==> src/rtl/reg_release_buffer_pkg.sv <==
// Shared parameters and types for the commit-side register release buffer.
// Core sizing is common with the rename/freelist path; buffer depth is local to this block.
package reg_release_buffer_pkg;

  localparam int unsigned DISPATCH_WIDTH       = 2;
  localparam int unsigned PHYS_REGS            = 64;
  localparam int unsigned PHYS_REGS_ADDR_WIDTH = 6;
  localparam int unsigned RELEASE_BUF_DEPTH    = 8;

  localparam int unsigned BUF_PTR_W  = $clog2(RELEASE_BUF_DEPTH);
  localparam int unsigned BUF_CNT_W  = BUF_PTR_W + 1;
  localparam int unsigned LANE_CNT_W = $clog2(DISPATCH_WIDTH + 1);
  localparam int unsigned ROOM_W     = PHYS_REGS_ADDR_WIDTH + 2;

  typedef logic [PHYS_REGS_ADDR_WIDTH-1:0] preg_t;
  typedef logic [DISPATCH_WIDTH-1:0]       lane_mask_t;
  typedef preg_t [DISPATCH_WIDTH-1:0]      preg_lanes_t;

  // Thermometer mask with the low n lanes set.
  function automatic lane_mask_t lane_mask(input logic [LANE_CNT_W-1:0] n);
    lane_mask_t m;
    m = '0;
    for (int unsigned i = 0; i < DISPATCH_WIDTH; i++) begin
      m[i] = (LANE_CNT_W'(i) < n);
    end
    return m;
  endfunction

endpackage

==> src/rtl/reg_release_buffer_if.sv <==
// Commit-in / freelist-push-out bundle of the register release buffer.
// master drives commits and the freelist free count; slave is the buffer.
interface reg_release_buffer_if;
  import reg_release_buffer_pkg::*;

  lane_mask_t                      commit_en;
  preg_lanes_t                     commit_preg;
  logic                            commit_ready;
  logic [PHYS_REGS_ADDR_WIDTH:0]   num_free;
  lane_mask_t                      push_en;
  preg_lanes_t                     push_reg;
  logic [BUF_CNT_W-1:0]            occupancy;
  logic                            drop_err;

  modport master (
    output commit_en, commit_preg, num_free,
    input  commit_ready, push_en, push_reg, occupancy, drop_err
  );

  modport slave (
    input  commit_en, commit_preg, num_free,
    output commit_ready, push_en, push_reg, occupancy, drop_err
  );

endinterface

==> src/rtl/reg_release_buffer_lane_compact.sv <==
// Combinational lane compactor: packs valid lanes to the low slots in lane order
// and reports how many were valid. Unused output slots read as zero.
module reg_release_buffer_lane_compact #(
  parameter int unsigned N = 2,
  parameter int unsigned W = 6
) (
  input  logic [N-1:0]              valid,
  input  logic [N-1:0][W-1:0]       data_in,
  output logic [N-1:0][W-1:0]       data_out,
  output logic [$clog2(N+1)-1:0]    count
);

  localparam int unsigned CW = $clog2(N + 1);

  // Each valid lane lands in the slot equal to the number of valid lanes before it.
  always_comb begin
    data_out = '0;
    count    = '0;
    for (int unsigned i = 0; i < N; i++) begin
      if (valid[i]) begin
        for (int unsigned j = 0; j < N; j++) begin
          if (CW'(j) == count) data_out[j] = data_in[i];
        end
        count = count + CW'(1);
      end
    end
  end

endmodule

==> src/rtl/reg_release_buffer.sv <==
// Buffers stale physical registers released at commit and drains them into the
// freelist push lanes in strict FIFO order, never pushing past freelist capacity.
module reg_release_buffer
  import reg_release_buffer_pkg::*;
(
  input  logic                 clk,
  input  logic                 rst_n,
  reg_release_buffer_if.slave  bus
);

  logic [BUF_PTR_W-1:0]  head_q, tail_q;
  logic [BUF_CNT_W-1:0]  count_q;
  logic                  drop_q;
  preg_t                 buf_q [RELEASE_BUF_DEPTH];

  lane_mask_t            lane_valid;
  preg_lanes_t           packed_preg;
  logic [LANE_CNT_W-1:0] n_valid, n_in, n_drain;
  logic [ROOM_W-1:0]     room;
  logic                  overflow;

  // Register 0 is hardwired x0 and never returns to the freelist.
  always_comb begin
    lane_valid = '0;
    for (int unsigned i = 0; i < DISPATCH_WIDTH; i++) begin
      lane_valid[i] = bus.commit_en[i] && (bus.commit_preg[i] != '0);
    end
  end

  reg_release_buffer_lane_compact #(
    .N (DISPATCH_WIDTH),
    .W (PHYS_REGS_ADDR_WIDTH)
  ) u_lane_compact (
    .valid    (lane_valid),
    .data_in  (bus.commit_preg),
    .data_out (packed_preg),
    .count    (n_valid)
  );

  assign bus.commit_ready = (BUF_CNT_W'(RELEASE_BUF_DEPTH) - count_q) >= BUF_CNT_W'(DISPATCH_WIDTH);
  assign n_in             = bus.commit_ready ? n_valid : '0;
  assign overflow         = (|bus.commit_en) && !bus.commit_ready;

  // Freelist headroom, clamped at zero if num_free ever reports above capacity.
  always_comb begin
    if (ROOM_W'(bus.num_free) >= ROOM_W'(PHYS_REGS)) room = '0;
    else                                             room = ROOM_W'(PHYS_REGS) - ROOM_W'(bus.num_free);
  end

  always_comb begin
    n_drain = LANE_CNT_W'(DISPATCH_WIDTH);
    if (ROOM_W'(n_drain) > room)       n_drain = LANE_CNT_W'(room);
    if (BUF_CNT_W'(n_drain) > count_q) n_drain = LANE_CNT_W'(count_q);
  end

  always_comb begin
    bus.push_en = lane_mask(n_drain);
    for (int unsigned i = 0; i < DISPATCH_WIDTH; i++) begin
      bus.push_reg[i] = buf_q[BUF_PTR_W'(head_q + BUF_PTR_W'(i))];
    end
  end

  assign bus.occupancy = count_q;
  assign bus.drop_err  = drop_q;

  always_ff @(posedge clk or negedge rst_n) begin
    if (!rst_n) begin
      head_q  <= '0;
      tail_q  <= '0;
      count_q <= '0;
      drop_q  <= 1'b0;
    end else begin
      head_q  <= head_q + BUF_PTR_W'(n_drain);
      tail_q  <= tail_q + BUF_PTR_W'(n_in);
      count_q <= count_q + BUF_CNT_W'(n_in) - BUF_CNT_W'(n_drain);
      if (overflow) drop_q <= 1'b1;
    end
  end

  // Storage needs no reset; the pointers define which entries are live.
  always_ff @(posedge clk) begin
    for (int unsigned i = 0; i < DISPATCH_WIDTH; i++) begin
      if (LANE_CNT_W'(i) < n_in) buf_q[BUF_PTR_W'(tail_q + BUF_PTR_W'(i))] <= packed_preg[i];
    end
  end

endmodule

==> src/flat_wrapper.sv <==
// flat-port wrapper written by rule: the top's interface ports become plain ports
module reg_release_buffer_flat import reg_release_buffer_pkg::*;
  (clk, rst_n, bus_commit_en, bus_commit_preg, bus_num_free, bus_commit_ready, bus_push_en, bus_push_reg, bus_occupancy, bus_drop_err);
  reg_release_buffer_if bus_i ();
  input  logic clk;
  input  logic rst_n;
  input wire logic [$bits(bus_i.commit_en)-1:0] bus_commit_en;
  input wire logic [$bits(bus_i.commit_preg)-1:0] bus_commit_preg;
  input wire logic [$bits(bus_i.num_free)-1:0] bus_num_free;
  output wire logic [$bits(bus_i.commit_ready)-1:0] bus_commit_ready;
  output wire logic [$bits(bus_i.push_en)-1:0] bus_push_en;
  output wire logic [$bits(bus_i.push_reg)-1:0] bus_push_reg;
  output wire logic [$bits(bus_i.occupancy)-1:0] bus_occupancy;
  output wire logic [$bits(bus_i.drop_err)-1:0] bus_drop_err;
  assign bus_i.commit_en = bus_commit_en;
  assign bus_i.commit_preg = bus_commit_preg;
  assign bus_i.num_free = bus_num_free;
  assign bus_commit_ready = bus_i.commit_ready;
  assign bus_push_en = bus_i.push_en;
  assign bus_push_reg = bus_i.push_reg;
  assign bus_occupancy = bus_i.occupancy;
  assign bus_drop_err = bus_i.drop_err;
  reg_release_buffer u_core (.clk(clk), .rst_n(rst_n), .bus(bus_i));
endmodule
==> config.mk <==
export PLATFORM = sky130hd
export DESIGN_NAME = reg_release_buffer_flat
export DESIGN_NICKNAME = d
export VERILOG_FILES = /design/src/rtl/reg_release_buffer_pkg.sv /design/src/rtl/reg_release_buffer_if.sv /design/src/rtl/reg_release_buffer_lane_compact.sv /design/src/rtl/reg_release_buffer.sv /design/src/flat_wrapper.sv
export SDC_FILE = /design/constraint.sdc
export NUM_CORES = 1
export LEC_CHECK = 0
export ABC_AREA = 1
export BUFFER_PORTS_ARGS = -buffer_cell sky130_fd_sc_hd__buf_4
export CAP_MARGIN = 20
export CELL_PAD_IN_SITES_DETAIL_PLACEMENT = 1
export CELL_PAD_IN_SITES_GLOBAL_PLACEMENT = 2
export CORE_MARGIN = 3
export CORE_UTILIZATION = 36
export CTS_BUF_LIST = sky130_fd_sc_hd__clkbuf_8
export DETAILED_ROUTE_END_ITERATION = 10
export HOLD_SLACK_MARGIN = 0.08
export MAX_ROUTING_LAYER = met4
export PLACE_DENSITY_LB_ADDON = 0.1
export SLEW_MARGIN = 15
export SYNTH_ARGS = -nofsm -noshare
export SYNTH_HDL_FRONTEND = slang
export SYNTH_SLANG_ARGS = --single-unit
==> constraint.sdc <==
create_clock -name clk -period 2.8 [get_ports clk]
set_input_delay 0.28 -clock clk [delete_from_list [all_inputs] [get_ports clk]]
set_output_delay 0.28 -clock clk [all_outputs]
set_load 0.01 [all_outputs]
==> impl_metrics.tcl <==
set metrics [dict create \
    die-height_um 116 \
    critPathMaxFanout 3 \
    synthCells 581 \
    synth.top_cell.area_share_pct 33.4 \
    routedWlPerCell_um 17.3 \
    fin_skew_ns 0.00855 \
    grt_max_degree 58 \
    totalWireLength_mm 13.6 \
    cts_tree "done" \
    die_w_um 116 \
    synth_seq_cells 59 \
    drtIter0Drc 241 \
    regToRegStartpoint "u_core.bus.occupancy[0]" \
    final_cell_mix "nand2_1, buf_4, o21ai_0" \
    fin_crit_ns 2.60 \
    numPortBuffers 42 \
    status "completed" \
    drtAntennaViolNets 0 \
    clk_latency_ns 0.35 \
    hold_path_class "in2reg" \
    syn_avg_cell_area_um2 7.43 \
    place_hpwl_mm 10.6 \
    crit_start "bus_num_free[0]" \
    grt_overflow_total 0 \
    r2r_slack_ns 0.28 \
    critical_path.startpoint_type "input port" \
    syn_nets 623 \
    worstSetupEndpoint "u_core.bus.occupancy[2]" \
    clk_pin_slew_ns 0.07 \
    worstPathRequired_ns 3.04 \
    diodes 0 \
    viasPerCell 5.15 \
    drc 0 \
    hold_viol 0 \
    final_common_cell "nand2_1" \
    end_kind "flip-flop" \
    cts.path.max_buffers 2 \
    place.gp.congestion 0.863 \
    r2r_end "u_core.buf_q[2][4]" \
    dieArea_um2 13300 \
    cts_buffers 9 \
    maxCapViolations 0 \
    start_util_pct 37.3 \
    area_delta_synth_final_pct 20.7 \
    clock.fmax_mhz 384 \
    synth_cell_types 33 \
    drt_pass1_iterations 4 \
    worst_pin_slew_ns 0.934 \
    final_cells 788 \
    relSlewSlack_pct 37.1 \
    fin_util_pct 45.1 \
    nets 682 \
    ff2ff_path_depth 9 \
    power_density_nw_per_um2 1190 \
    leakage_nw 2.47 \
    netlist_area_um2 4320 \
    cpPeakStageDelay_ns 0.33 \
    drive_gt1_share_pct 21.6 \
    clock-sinks 59 \
    core_um2 11600 \
    yosysSeqAreaShare_pct 39.8 \
    cts_max_level 3 \
    setup_viol 0 \
    grt_first_pass_wirelength_mm 22.1 \
    antenna_found_initial 0 \
    rows 39 \
    track_usage_pct 22.4 \
    slew_violations 0 \
    first_global_vias 4169 \
    synth_top_cells_by_area "edfxtp_1, nand2_1, o21ai_0" \
    yosysWarnings 0 \
    dp_cells 767 \
    path_class "in2reg" \
    ir_worst_vdd_v 0.000571 \
    vias 4061 \
    ctsRootBufferMaster "clkbuf_8" \
    min_period_over_period_pct 93.0 \
    pin_count 43 \
    yosysTopAreaCell "edfxtp_1" \
    cpMaxStageDelayCell "fa_2" \
    critPathArrivalTime_ns 2.84 \
    crit_chain "buf_4 > inv_4 > ha_1 > nor2_1 > nand2_1 > nor2_2 > nand2_2 > nand2_2 > inv_2 > ha_4 > inv_2 > o21bai_4 > nand2_2 > o21ai_2 > inv_2 > ha_1 > inv_1 > ha_2 > fa_2 > xor2_1" \
]
-- worst min path at each step --
stage / startpoint / endpoint / depth (start not counted)
floorplan: rst_n / u_core.bus.drop_err / 0
global placement: rst_n / u_core.bus.occupancy[0] / 1
detailed placement: rst_n / u_core.bus.occupancy[0] / 1
CTS: bus_commit_en[1] / u_core.bus.drop_err / 3
global route: bus_commit_en[1] / u_core.bus.drop_err / 3
finish: bus_commit_en[1] / u_core.bus.drop_err / 3
-- sequential cells by signal, indices dropped and copies added (netlist names) --
register	cells
u_core.buf_q	48
u_core.head_q	3
u_core.bus.drop_err	1
u_core.bus.occupancy	4
u_core.tail_q	3
-- kinds of logic after synthesis --
kind of cell / count (synthesis) / synth area share (%)
XOR/XNOR: 6 / 1.39
adder cells (fa/ha/maj): 19 / 6.03
AO/OA/AOI/OAI: 109 / 13.1
buffers and inverters: 84 / 8.46
AND/OR/NAND/NOR: 304 / 31.2
flip-flops: 59 / 39.8
-- power by group --
group | internal [mW] | switching, mW | leakage, nW | total [mW]
registers | 1.31 | 0.216 | 0.570 | 1.53
clock network | 0.449 | 0.345 | 0.109 | 0.794
logic | 1.49 | 2.42 | 1.79 | 3.91
-- worst max-delay path: cells and delay by family --
| kind | cells | cell delay (ns) |
|---|---|---|
| XOR/XNOR | 1 | 0.15 |
| buffers and inverters | 6 | 0.29 |
| adder cells (fa/ha/maj) | 5 | 1.32 |
| AND/OR/NAND/NOR | 6 | 0.49 |
| AO/OA/AOI/OAI | 2 | 0.31 |
-- layer usage --
layer  track usage, %  vias up  share of wire [%]  wire length, µm
li1                 -     2040                  -                -
met1             28.6     1919                 45             6180
met2             37.0       79                 49             6730
met3             3.45       23                3.3              444
met4             6.81        0                2.1              291
met5                -        -                  0                0
-- timing repair --
action                                  CTS  global route
pin swaps                                 2            11
buffers inserted                          0             4
hold buffers                              1             0
endpoints found under the setup margin    1            15
resized for setup                         3            21
hold endpoints to repair                 11             0
cloned                                    0             0
-- per-stage QoR --
step,hold WS [ns],cell area (µm²),total power [mW],TNS [ns],setup slack [ns]
5_1_grt,0.234,5210,6.81,-0.00860,-0.00860
4_1_cts,0.191,5110,6.14,0,0.0205
6_report,0.200,5210,6.23,0,0.196
3_5_place_dp,0.141,4880,5.28,-1.61,-0.470
2_1_floorplan,-0.0156,4330,3.85,-0.0299,-0.0153
3_3_place_gp,0.137,4880,5.13,-0.681,-0.229
-- synth_stat cells --
cell type,count
xnor2_1,2
nand2_2,1
xor2_1,3
o21bai_1,2
nand3_1,63
fa_1,3
buf_4,1
nand2_4,8
nor2_4,1
nand4_1,2
a21boi_0,1
o21a_1,1
clkinv_1,1
inv_1,57
nor2_1,59
o21ai_0,69
a21oi_1,27
o21ai_2,1
buf_1,1
clkbuf_1,7
ha_1,16
inv_2,2
buf_2,12
edfxtp_1,48
nor2_2,15
a31oi_1,6
buf_6,2
nor2_8,1
xnor2_2,1
nand2_1,154
o21ai_1,2
buf_12,1
dfrtp_1,11
-- final cells by class --
cell class,instances,area (µm²)
Clock buffer,11,151
Tap cell,143,179
Clock inverter,5,46.3
Sequential cell,59,1720
Multi-Input combinational cell,438,2330
Fill cell,1438,6350
Inverter,60,231
Timing Repair Buffer,72,556
Note: power is estimated with default switching activity, not from simulation.
